[src/rtl/run_ctrl_pkg.sv]
// Shared types for the run controller: FSM state encoding, memory-owner codes
// and the width of the start-up (INIT) counter.
package run_ctrl_pkg;

    typedef enum logic [1:0] {
        ST_IDLE = 2'd0,
        ST_INIT = 2'd1,
        ST_RUN  = 2'd2,
        ST_DONE = 2'd3
    } state_e;

    localparam logic OWN_HOST = 1'b0;
    localparam logic OWN_CORE = 1'b1;

    // Wide enough for INIT_CYC up to 15.
    localparam int INIT_CW = 4;

endpackage

[src/rtl/run_ctrl_if.sv]
// Host/core control bundle for run_ctrl. The timeout flag exists only when
// RUN_CTRL_WDOG_EN is defined.
interface run_ctrl_if #(
    parameter int D  = 12,
    parameter int CW = 16
);
    logic          req;
    logic [D-1:0]  prog_ctr;
    logic          core_rst;
    logic          core_en;
    logic          mem_owner;
    logic          busy;
    logic          done;
    logic [CW-1:0] cycles;
`ifdef RUN_CTRL_WDOG_EN
    logic          timeout;

    modport master (output req, prog_ctr,
                    input  core_rst, core_en, mem_owner, busy, done, cycles, timeout);
    modport slave  (input  req, prog_ctr,
                    output core_rst, core_en, mem_owner, busy, done, cycles, timeout);
`else
    modport master (output req, prog_ctr,
                    input  core_rst, core_en, mem_owner, busy, done, cycles);
    modport slave  (input  req, prog_ctr,
                    output core_rst, core_en, mem_owner, busy, done, cycles);
`endif
endinterface

[src/rtl/run_ctrl_sat_counter.sv]
// Up-counter with synchronous clear and enable that sticks at all-ones
// instead of wrapping.
module sat_counter #(
    parameter int W = 16
) (
    input  logic         clk,
    input  logic         reset,
    input  logic         clr_i,
    input  logic         en_i,
    output logic [W-1:0] count_o
);

    logic [W-1:0] count_q, count_d;

    always_comb begin
        count_d = count_q;
        if (clr_i) begin
            count_d = '0;
        end else if (en_i && (count_q != '1)) begin
            count_d = count_q + 1'b1;
        end
    end

    // NOTE: sequential state uses non-blocking assignments so every register
    // samples the pre-edge value of its neighbours.
    always_ff @(posedge clk) begin
        if (reset) begin
            count_q <= '0;
        end else begin
            count_q <= count_d;
        end
    end

    assign count_o = count_q;

endmodule

[src/rtl/run_ctrl.sv]
// Start/stop sequencer for a small core: holds it in reset, runs it until its
// PC hits END_PC, then hands memory back to the host. Define RUN_CTRL_WDOG_EN
// to add a RUN-cycle watchdog with a timeout flag.
module run_ctrl
    import run_ctrl_pkg::*;
#(
    parameter int          D          = 12,
    parameter int          END_PC     = 128,
    parameter int          INIT_CYC   = 2,
    parameter int          CW         = 16,
    parameter logic [15:0] WDOG_LIMIT = 16'hFFFF
) (
    input  logic       clk,
    input  logic       reset,
    run_ctrl_if.slave  bus
);

    localparam logic [INIT_CW-1:0] INIT_LOAD = INIT_CW'(INIT_CYC - 1);

    state_e             state_q, state_d;
    logic [INIT_CW-1:0] init_cnt_q, init_cnt_d;
    logic [CW-1:0]      cycles;
    logic               end_hit;
    logic               start;
    logic               wdog_hit;

    assign end_hit = (bus.prog_ctr == D'(END_PC));
    assign start   = (state_q == ST_IDLE) && bus.req;

`ifdef RUN_CTRL_WDOG_EN
    logic timeout_q, timeout_d;

    // True on the RUN cycle whose increment brings cycles up to the limit.
    assign wdog_hit = (({1'b0, cycles} + 1'b1) == (CW+1)'(WDOG_LIMIT));
`else
    assign wdog_hit = 1'b0;
`endif

    always_ff @(posedge clk) begin
        if (reset) begin
            state_q    <= ST_IDLE;
            init_cnt_q <= '0;
        end else begin
            state_q    <= state_d;
            init_cnt_q <= init_cnt_d;
        end
    end

    // NOTE: every variable gets a default before the case so no latch is
    // inferred on paths that leave it untouched.
    always_comb begin
        state_d    = state_q;
        init_cnt_d = init_cnt_q;
        case (state_q)
            ST_IDLE: begin
                if (bus.req) begin
                    state_d    = ST_INIT;
                    init_cnt_d = INIT_LOAD;
                end
            end
            ST_INIT: begin
                if (init_cnt_q == '0) begin
                    state_d = ST_RUN;
                end else begin
                    init_cnt_d = init_cnt_q - 1'b1;
                end
            end
            ST_RUN: begin
                if (end_hit || wdog_hit) begin
                    state_d = ST_DONE;
                end
            end
            ST_DONE: begin
                if (!bus.req) begin
                    state_d = ST_IDLE;
                end
            end
            default: state_d = ST_IDLE;
        endcase
    end

    always_comb begin
        bus.core_rst  = 1'b1;
        bus.core_en   = 1'b0;
        bus.mem_owner = OWN_HOST;
        bus.busy      = 1'b0;
        bus.done      = 1'b0;
        case (state_q)
            ST_INIT: begin
                bus.mem_owner = OWN_CORE;
                bus.busy      = 1'b1;
            end
            ST_RUN: begin
                bus.core_rst  = 1'b0;
                bus.core_en   = 1'b1;
                bus.mem_owner = OWN_CORE;
                bus.busy      = 1'b1;
            end
            ST_DONE: begin
                bus.core_rst = 1'b0;
                bus.done     = 1'b1;
            end
            default: ;
        endcase
    end

    sat_counter #(.W(CW)) u_cycles (
        .clk     (clk),
        .reset   (reset),
        .clr_i   (start),
        .en_i    (state_q == ST_RUN),
        .count_o (cycles)
    );

    assign bus.cycles = cycles;

`ifdef RUN_CTRL_WDOG_EN
    // Timeout only when the limit, not the end PC, ends the run.
    always_comb begin
        timeout_d = timeout_q;
        if (start) begin
            timeout_d = 1'b0;
        end else if ((state_q == ST_RUN) && !end_hit && wdog_hit) begin
            timeout_d = 1'b1;
        end
    end

    always_ff @(posedge clk) begin
        if (reset) begin
            timeout_q <= 1'b0;
        end else begin
            timeout_q <= timeout_d;
        end
    end

    assign bus.timeout = timeout_q;
`endif

endmodule
[src/flat_wrapper.sv]
// flat-port wrapper written by rule: the top's interface ports become plain ports
module run_ctrl_flat import run_ctrl_pkg::*;
#(
    parameter int          D          = 12,
    parameter int          END_PC     = 128,
    parameter int          INIT_CYC   = 2,
    parameter int          CW         = 16,
    parameter logic [15:0] WDOG_LIMIT = 16'hFFFF
)
  (clk, reset, bus_req, bus_prog_ctr, bus_core_rst, bus_core_en, bus_mem_owner, bus_busy, bus_done, bus_cycles);
  run_ctrl_if #(.D(D), .CW(CW)) bus_i ();
  input  logic clk;
  input  logic reset;
  input wire logic [$bits(bus_i.req)-1:0] bus_req;
  input wire logic [$bits(bus_i.prog_ctr)-1:0] bus_prog_ctr;
  output wire logic [$bits(bus_i.core_rst)-1:0] bus_core_rst;
  output wire logic [$bits(bus_i.core_en)-1:0] bus_core_en;
  output wire logic [$bits(bus_i.mem_owner)-1:0] bus_mem_owner;
  output wire logic [$bits(bus_i.busy)-1:0] bus_busy;
  output wire logic [$bits(bus_i.done)-1:0] bus_done;
  output wire logic [$bits(bus_i.cycles)-1:0] bus_cycles;
  assign bus_i.req = bus_req;
  assign bus_i.prog_ctr = bus_prog_ctr;
  assign bus_core_rst = bus_i.core_rst;
  assign bus_core_en = bus_i.core_en;
  assign bus_mem_owner = bus_i.mem_owner;
  assign bus_busy = bus_i.busy;
  assign bus_done = bus_i.done;
  assign bus_cycles = bus_i.cycles;
  run_ctrl #(.D(D), .END_PC(END_PC), .INIT_CYC(INIT_CYC), .CW(CW), .WDOG_LIMIT(WDOG_LIMIT)) u_core (.clk(clk), .reset(reset), .bus(bus_i));
endmodule
[config.mk]
export PLATFORM = sky130hd
export DESIGN_NAME = run_ctrl_flat
export DESIGN_NICKNAME = d
export VERILOG_FILES = /design/src/rtl/run_ctrl_pkg.sv /design/src/rtl/run_ctrl_if.sv /design/src/rtl/run_ctrl_sat_counter.sv /design/src/rtl/run_ctrl.sv /design/src/flat_wrapper.sv
export SDC_FILE = /design/constraint.sdc
export NUM_CORES = 1
export LEC_CHECK = 0
export ABC_AREA = 1
export CORE_ASPECT_RATIO = 0.6
export CORE_MARGIN = 3
export CORE_UTILIZATION = 52
export DETAILED_ROUTE_END_ITERATION = 16
export PLACE_DENSITY = 0.84
export SLEW_MARGIN = 25
export SYNTH_ARGS = -nofsm -noshare
export SYNTH_HDL_FRONTEND = slang
export SYNTH_SLANG_ARGS = --single-unit
export TNS_END_PERCENT = 30
[constraint.sdc]
create_clock -name clk -period 4.6 [get_ports clk]
set_clock_uncertainty 0.05 [all_clocks]
set_input_delay 0.92 -clock clk [delete_from_list [all_inputs] [get_ports clk]]
set_output_delay 0.92 -clock clk [all_outputs]
set_load 0.01 [all_outputs]
==> impl_metrics.yaml, run 1 <==
run_status:
  status: "completed"
worst_hold_path:
  hp-start: "u_core.init_cnt_q[2]$_SDFFE_PP0P_"
  hold_depth: 2
  hp-class: "flop to flop"
pwr:
  p_sw_share_pct: 41.63
  power.switching_w: 0.0003324
  p_leak_nw: 0.7086
  total_power_w: 0.0007984
  power_density_mw_per_mm2: 434.7
  irDropWorstVdd_mv: 0.4096
  power_frac_comb_pct: 51.8
  p_int_w: 0.0004660
  seq_power_share_pct: 30.7
  clockPowerShare_pct: 17.5
floorplan:
  die_area_mm2: 0.003417
  die-width_um: 73.50
  rows: 13
  start_util_pct: 59.85
  dieHeight_um: 46.50
  core_area_mm2: 0.002375
  io_pins: 36
cells_and_area:
  num-fill-cells: 183
  area_growth_pct: 29.23
  drive_above_1_share_pct: 5.882
  stdcell_area_mm2: 0.001837
  n_antenna_cell: 0
  nets: 279
  final_util_pct: 77.34
worst_setup_path:
  max_stage_delay_ns: 0.55
  crit_family: "buffers and inverters"
  cp-start-kind: "flop"
  cp_slowest_cell: "clkdlybuf4s50_1"
  rrSetupSlack_ns: 2.54
  reg2reg_from: "u_core.u_cycles.count_o[0]$_SDFFE_PP0P_"
  startpoint: "u_core.state_q[0]$_SDFFE_PP0P_"
  cp_max_fo: 8
  path_class: "flop to output pin"
  end_kind: "output pin"
  arrival_ns: 1.78
  reg2regPathDepth: 7
  cp_num_cells: 4
  crit_chain: "inv_1 > ha_1 > nor2_1 > clkdlybuf4s50_1"
  critPathRequiredTime_ns: 3.63
  crit_buf_inv: 2
clocking:
  cts.sinks: 22
  cts_setup_buffers: 0
  clock_latency_ns: 0.27
  path_clk_slew_ns: 0.08
  cts_tree: "yes"
  cts_buffer_depth: 2
  htree_levels: 1
  cts_hold_buffers: 0
  cts_buffers: 3
  cts_resized: 0
  clockRootBuffer: "clkbuf_8"
drt:
  dr.pass1.iters: 5
  drc: 0
  antenna_left: 0
  vias: 1492
  wire_per_inst_um: 12.89
  via_per_inst: 5.235
  initialDrtViolationCount: 138
  totalWireLength_um: 3674
place:
  dpl_cell_area_mm2: 0.001782
  dpl.hpwl_um: 2750
  place_congestion: 0.8061
  portBuffers: 35
grt:
  grt_start_max_net_pins: 17
  grt_pass1_wl_um: 6016
  grt_overflow: 0
  track_usage_pct: 23.24
  first_global_vias: 1256
  antenna_found_initial: 0
synthesis:
  synth_top_area_share_pct: 30.99
  syn-num-nets: 243
  ys_ff_latch: 22
  ys_seq_area_share_pct: 30.99
  yosys_warnings: 0
  synth.distinct_cells: 26
  synth.avg_cell_area_um2: 6.461
  synthFlopType: "dfxtp_1"
  syn_area_mm2: 0.001421
  netlist_top_cells_area: "dfxtp_1 31%, nand2_1 15%, nor2_1 9.0%"
  synth-edff-count: 0
  yosysTopAreaCell: "dfxtp_1"
  syn_inst: 220
  async_flop_share_pct: 0
sta:
  min_period_ns: 2.754
  final-max-slew-violation-count: 0
  rsz0062_at_grt: "false"
  setup_tns_ns: 0
  finalSetupViolCount: 0
  finalHoldViolCount: 0
  tightest_slew_ns: 0.5152
  fmax_ghz: 0.3631
  timing.final.crit_share_pct: 59.87
  slew_headroom_pct: 65.65
run:
  drv_cap: 0
## cell usage in the layout (no fill, tap or decap)
cell type	instances
or2_2	1
o21ai_2	1
xor2_1	4
nor3b_1	1
and2_0	1
nand3b_1	1
nand2_2	2
a21oi_2	3
nor2_2	3
xnor2_1	3
a31oi_1	1
ha_1	8
dfxtp_1	22
o21ai_0	6
a21oi_1	14
nand3_1	17
inv_1	27
clkbuf_8	4
clkdlybuf4s50_1	35
nand4_1	7
nand2_1	58
nor2_4	1
nor2_1	34
nor3_1	1
## registers in the layout (all words and copies together) (netlist names)
name	count
u_core.u_cycles.count_o	16
u_core.state_q	2
u_core.init_cnt_q	4
## through the flow
step	setup slack, ns	hold WS (ns)	std cells
2_1_floorplan	2.684	0.4141	220
3_3_place_gp	2.200	0.4373	281
3_5_place_dp	2.122	0.4334	281
4_1_cts	1.856	0.4453	285
5_1_grt	1.739	0.4807	285
6_report	1.846	0.4435	285
## layout make-up
type,instances,area (um^2),area share (%)
tap,30,37.54,2.044
inverter,27,101.3,5.518
timing repair buffer,35,350.3,19.07
multi-input combinational,167,852.1,46.39
clock buffer,4,55.05,2.997
sequential,22,440.4,23.98
## power by group through the flow
stage / Sequential (W) / Clock (W) / Combinational (W)
6_report: 0.000245 / 0.000140 / 0.000413
3_3_place_gp: 0.000247 / 0 / 0.000406
4_1_cts: 0.000244 / 0.000141 / 0.000407
3_5_place_dp: 0.000249 / 0 / 0.000404
5_1_grt: 0.000249 / 0.000148 / 0.000462
2_1_floorplan: 0.000243 / 0 / 0.000290
## routing by layer
metal  share of wire, %  track usage [%]  vias to the layer above
met3                9.0            6.754                        4
met1                 50            35.57                      645
met4               0.63            3.249                        0
li1                   -                -                      769
met2                 40            32.04                       74
met5                  0                0                        -
## worst register-to-register path: cells and delay by family, from the launching register on
family / cells / cell delay, ns
AO/OA/AOI/OAI: 2 / 0.64
adder cells (fa/ha/maj): 1 / 0.35
buffers and inverters: 1 / 0.09
flip-flops: 1 / 0.50
AND/OR/NAND/NOR: 3 / 0.35
## synthesized netlist by cell type (2+ instances only)
| cell | number |
|---|---|
| o21ai_0 | 6 |
| xor2_1 | 4 |
| inv_1 | 27 |
| nand2_1 | 58 |
| xnor2_1 | 3 |
| dfxtp_1 | 22 |
| nor2_2 | 3 |
| nand3_1 | 17 |
| ha_1 | 8 |
| a21oi_1 | 14 |
| a21oi_2 | 3 |
| nand2_2 | 2 |
| nor2_1 | 34 |
| nand4_1 | 7 |
## cell families (layout without fill, tap and decap cells)
family                     after synthesis  in the layout  synth area share [%]
xor gates and xnor gates                 7              7                 4.313
and+or+nand+nor                        127            127                 38.64
AOI/OAI and AO/OA                       25             25                 9.948
buffers and inverters                   31             66                 9.067
DFF                                     22             22                 30.99
adders and majority gates                8              8                 7.043
## final timing paths
path | to
worst max-delay path | bus_core_rst
worst min-delay path | u_core.init_cnt_q[2]$_SDFFE_PP0P_
worst max register to register | u_core.u_cycles.count_o[4]$_SDFFE_PP0P_
worst min register to register | u_core.init_cnt_q[2]$_SDFFE_PP0P_
No activity file was read; power rests on OpenSTA's default activity.
==> run 2, diff against run 1 <==
--- a/config.mk
+++ b/config.mk
@@ -8,9 +8,9 @@
 export ABC_AREA = 1
 export CORE_ASPECT_RATIO = 0.6
 export CORE_MARGIN = 3
-export CORE_UTILIZATION = 52
+export CORE_UTILIZATION = 49
 export DETAILED_ROUTE_END_ITERATION = 16
-export PLACE_DENSITY = 0.84
+export PLACE_DENSITY = 0.8
 export SLEW_MARGIN = 25
 export SYNTH_ARGS = -nofsm -noshare
 export SYNTH_HDL_FRONTEND = slang
==> constraint.sdc (replaced) <==
create_clock -name clk -period 2.6 [get_ports clk]
set_clock_uncertainty 0.05 [all_clocks]
set_input_delay 0.52 -clock clk [delete_from_list [all_inputs] [get_ports clk]]
set_output_delay 0.52 -clock clk [all_outputs]
set_load 0.01 [all_outputs]
==> impl_metrics.yaml, run 2 (synthesized netlist as in run 1, its figures left out) <==
sta:
  rsz0062_at_grt: "false"
  whs_ns: 0.4546
  layout_setup_ws_ns: 0.2889
  setup_tns_ns: 0
  tightest_slew_ns: 0.4818
  finalSetupViolCount: 0
  slew_headroom_pct: 67.88
  finalHoldViolCount: 0
  final-max-slew-violation-count: 0
  min_period_ns: 2.311
  timing.final.crit_share_pct: 88.89
  fmax_ghz: 0.4327
worst_hold_path:
  min_to: "u_core.init_cnt_q[2]$_SDFFE_PP0P_"
  hold_depth: 2
  hp-start: "u_core.init_cnt_q[2]$_SDFFE_PP0P_"
  hp-class: "flop to flop"
clocking:
  cts_resized: 0
  cts_tree: "yes"
  path_clk_slew_ns: 0.09
  cts_setup_buffers: 0
  clock_latency_ns: 0.27
  cts_buffers: 3
  cts_buffer_depth: 2
  htree_levels: 1
  clockRootBuffer: "clkbuf_8"
  cts.sinks: 22
  cts_hold_buffers: 0
floorplan:
  start_util_pct: 54.10
  die_area_mm2: 0.003604
  core_area_mm2: 0.002628
  dieHeight_um: 47.72
  io_pins: 36
  die-width_um: 75.53
  rows: 14
pwr:
  p_int_w: 0.0008930
  power.switching_w: 0.0005822
  power_frac_comb_pct: 48.9
  total_power_w: 0.001475
  p_leak_nw: 0.7156
  irDropWorstVdd_mv: 0.5111
  seq_power_share_pct: 29.2
  p_sw_share_pct: 39.47
  power_density_mw_per_mm2: 795.0
  clockPowerShare_pct: 21.9
place:
  place_congestion: 0.8210
  dpl.hpwl_um: 2580
  dp_slack_ns: 0.4939
  portBuffers: 35
worst_setup_path:
  cp-start-kind: "flop"
  crit_chain: "inv_1 > ha_1 > nor2_1 > clkdlybuf4s50_1"
  crit_buf_inv: 2
  reg2reg_from: "u_core.u_cycles.count_o[0]$_SDFFE_PP0P_"
  cp_slowest_cell: "clkdlybuf4s50_1"
  reg2regPathDepth: 7
  end_kind: "output pin"
  max_stage_delay_ns: 0.54
  path_class: "flop to output pin"
  r2r-end: "u_core.u_cycles.count_o[1]$_SDFFE_PP0P_"
  rrSetupSlack_ns: 0.66
  arrival_ns: 1.74
  critPathRequiredTime_ns: 2.03
  crit_family: "buffers and inverters"
  cp_max_fo: 8
cells_and_area:
  n_antenna_cell: 0
  drive_above_1_share_pct: 5.882
  final_common_cell: "nand2_1"
  final_cell_mix: "58 x nand2_1, 35 x clkdlybuf4s50_1, 34 x nor2_1"
  nets: 279
  area_growth_pct: 30.55
  largest_reg_flops: 16
drt:
  antenna_left: 0
  initialDrtViolationCount: 107
  dr.pass1.iters: 4
  wire_per_inst_um: 11.82
  totalWireLength_um: 3393
  drc: 0
  vias: 1442
  via_per_inst: 5.024
grt:
  antenna_found_initial: 0
  track_usage_pct: 20.44
  first_global_vias: 1223
  grt_overflow: 0
  grt_pass1_wl_um: 5602
  grt_start_max_net_pins: 17
run:
  drv_cap: 0
run_status:
  status: "completed"
run 2: changes by cell type in the layout (fill, tap and decap cells not counted), sizes merged:
cell	previous run	this run
clkbuf	4	3
bufinv	0	1
run 2: metal layers:
layer	vias to the layer above	share of wire [%]	track usage, %
li1	772	-	-
met1	616	54	33.00
met2	52	38	27.62
met3	2	7.7	4.612
met4	0	0.29	2.439
met5	-	0	0
run 2: how the worst max path moves through the flow:
| stage | startpoint | to | cells after the start |
|---|---|---|---|
| floorplan | u_core.u_cycles.count_o[0]$_SDFFE_PP0P_ | u_core.u_cycles.count_o[11]$_SDFFE_PP0P_ | 9 |
| global placement | reset | u_core.u_cycles.count_o[8]$_SDFFE_PP0P_ | 4 |
| detailed placement | reset | u_core.u_cycles.count_o[8]$_SDFFE_PP0P_ | 4 |
| CTS | u_core.state_q[0]$_SDFFE_PP0P_ | bus_core_rst | 4 |
| global route | u_core.state_q[0]$_SDFFE_PP0P_ | bus_core_rst | 4 |
| finish | u_core.state_q[0]$_SDFFE_PP0P_ | bus_core_rst | 4 |
run 2: layout make-up:
type	instances	area, um^2
clock inverters	1	30.03
clock buffers	3	41.29
fillers	230	772.0
repair buffers	35	350.3
inverters	27	101.3
well taps	32	40.04
flip-flops and latches	22	440.4
multi-input cells	167	852.1
run 2: power by group through the flow:
stage	logic, W	registers [W]	clock network (W)
6_report	0.000722	0.000431	0.000322
3_5_place_dp	0.000714	0.000437	0
3_3_place_gp	0.000717	0.000437	0
5_1_grt	0.000819	0.000437	0.000335
2_1_floorplan	0.000512	0.000430	0
4_1_cts	0.000718	0.000430	0.000324
run 2: worst min-delay path, cell delays in order (launching register included):
cell and delay [ns]:
dfxtp_1 0.34, nand2_1 0.07, a21oi_1 0.06
run 2: metrics by stage:
| step | area [um^2] | cells | util (%) |
|---|---|---|---|
| final | 1856 | 287 | 70.62 |
| after global routing | 1856 | 287 | 70.62 |
| after CTS | 1856 | 287 | 70.62 |
| after detailed placement | 1784 | 283 | 67.90 |
| after global placement | 1784 | 283 | 67.90 |
| after floorplan | 1421 | 220 | - |
==> run 3, diff against run 2 <==
--- a/config.mk
+++ b/config.mk
@@ -11,6 +11,7 @@
 export CORE_UTILIZATION = 49
 export DETAILED_ROUTE_END_ITERATION = 16
 export PLACE_DENSITY = 0.8
+export RECOVER_POWER = 50
 export SLEW_MARGIN = 25
 export SYNTH_ARGS = -nofsm -noshare
 export SYNTH_HDL_FRONTEND = slang
==> impl_metrics.yaml, run 3 (synthesized netlist as in run 1, its figures left out) <==
run_status:
  status: "completed"
cells_and_area:
  largest_reg_flops: 16
  drive_above_1_share_pct: 4.706
  area_growth_pct: 29.67
  n_antenna_cell: 0
  stdcell_area_mm2: 0.001843
  nets: 279
  num-fill-cells: 234
  final_common_cell: "nand2_1"
  final_cell_mix: "58 x nand2_1, 37 x nor2_1, 27 x inv_1"
pwr:
  seq_power_share_pct: 29.4
  clockPowerShare_pct: 22.0
  power_density_mw_per_mm2: 795.2
  power_frac_comb_pct: 48.5
  irDropWorstVdd_mv: 0.5116
  power.switching_w: 0.0005792
  p_sw_share_pct: 39.52
  p_int_w: 0.0008864
  p_leak_nw: 0.7583
  total_power_w: 0.001466
worst_hold_path:
  min_to: "u_core.init_cnt_q[2]$_SDFFE_PP0P_"
  hp-start: "u_core.init_cnt_q[2]$_SDFFE_PP0P_"
  hp-class: "flop to flop"
  hold_depth: 2
drt:
  totalWireLength_um: 3403
  initialDrtViolationCount: 107
  antenna_left: 0
  drc: 0
  vias: 1447
  wire_per_inst_um: 11.86
  via_per_inst: 5.042
  dr.pass1.iters: 4
clocking:
  cts.sinks: 22
  cts_buffers: 3
  htree_levels: 1
  cts_buffer_depth: 2
  clockRootBuffer: "clkbuf_8"
  path_clk_slew_ns: 0.09
  cts_setup_buffers: 0
  cts_resized: 0
  cts_hold_buffers: 0
  clock_latency_ns: 0.27
  cts_tree: "yes"
grt:
  first_global_vias: 1223
  track_usage_pct: 20.44
  grt_pass1_wl_um: 5602
  grt_start_max_net_pins: 17
  antenna_found_initial: 0
  grt_overflow: 0
sta:
  timing.final.crit_share_pct: 89.06
  whs_ns: 0.4545
  final-max-slew-violation-count: 0
  setup_tns_ns: 0
  slew_headroom_pct: 32.64
  finalHoldViolCount: 0
  rsz0062_at_grt: "false"
  min_period_ns: 2.316
  fmax_ghz: 0.4319
  finalSetupViolCount: 0
  tightest_slew_ns: 1.007
worst_setup_path:
  r2r-end: "u_core.u_cycles.count_o[15]$_SDFFE_PP0P_"
  cp-start-kind: "flop"
  cp_max_fo: 8
  arrival_ns: 1.75
  rrSetupSlack_ns: 0.42
  path_class: "flop to output pin"
  end_kind: "output pin"
  reg2regPathDepth: 9
  critPathRequiredTime_ns: 2.03
  reg2reg_from: "u_core.u_cycles.count_o[0]$_SDFFE_PP0P_"
place:
  place_congestion: 0.8210
  portBuffers: 35
  dpl.hpwl_um: 2580
  dpl_cell_area_mm2: 0.001784
floorplan:
  io_pins: 36
  rows: 14
  dieHeight_um: 47.72
  core_area_mm2: 0.002628
  die_area_mm2: 0.003604
  die-width_um: 75.53
  start_util_pct: 54.10
run:
  drv_cap: 0
run 3: stage by stage:
step | worst slack (ns) | cells | util, %
floorplan | 0.9817 | 220 | -
global placement | 0.6158 | 283 | 67.90
detailed placement | 0.4939 | 283 | 67.90
CTS | 0.2949 | 287 | 70.62
global route | 0.2129 | 287 | 70.14
finish | 0.2845 | 287 | 70.14
run 3: how the worst max path moves through the flow:
stage / end / depth (start not counted) / from / slack (ns)
4_1_cts: bus_core_rst / 4 / u_core.state_q[0]$_SDFFE_PP0P_ / 0.29
5_1_grt: bus_core_rst / 4 / u_core.state_q[0]$_SDFFE_PP0P_ / 0.21
2_1_floorplan: u_core.u_cycles.count_o[11]$_SDFFE_PP0P_ / 9 / u_core.u_cycles.count_o[0]$_SDFFE_PP0P_ / 0.98
3_3_place_gp: u_core.u_cycles.count_o[8]$_SDFFE_PP0P_ / 4 / reset / 0.62
6_report: bus_core_rst / 4 / u_core.state_q[0]$_SDFFE_PP0P_ / 0.28
3_5_place_dp: u_core.u_cycles.count_o[8]$_SDFFE_PP0P_ / 4 / reset / 0.49
run 3: final cells by class:
| class | instances | area, um^2 | area share [%] |
|---|---|---|---|
| Clock buffer | 3 | 41.29 | 2.240 |
| Clock inverter | 1 | 30.03 | 1.629 |
| Inverter | 27 | 101.3 | 5.499 |
| Multi-Input combinational cell | 167 | 839.6 | 45.55 |
| Sequential cell | 22 | 440.4 | 23.90 |
| Tap cell | 32 | 40.04 | 2.172 |
| Timing Repair Buffer | 35 | 350.3 | 19.01 |
run 3: critical path, stage by stage, from the launching register on:
cell and delay (ns):
dfxtp_1 0.40, inv_1 0.10, ha_1 0.31, nor2_1 0.13
clkdlybuf4s50_1 0.54
run 3: power by group through the flow:
stage / Combinational, W / Clock (W) / Sequential, W
after floorplan: 0.000512 / 0 / 0.000430
after global placement: 0.000717 / 0 / 0.000437
after detailed placement: 0.000714 / 0 / 0.000437
after CTS: 0.000718 / 0.000324 / 0.000430
after global routing: 0.000808 / 0.000335 / 0.000437
final: 0.000711 / 0.000323 / 0.000431
run 3: layer usage:
metal	up-vias	share of wire (%)	GRT usage, %	wire length [um]
met3	2	7.5	4.612	254
met4	0	0.24	2.439	8
met5	-	0	0	0
li1	771	-	-	-
met1	616	54	33.00	1851
met2	58	38	27.62	1288
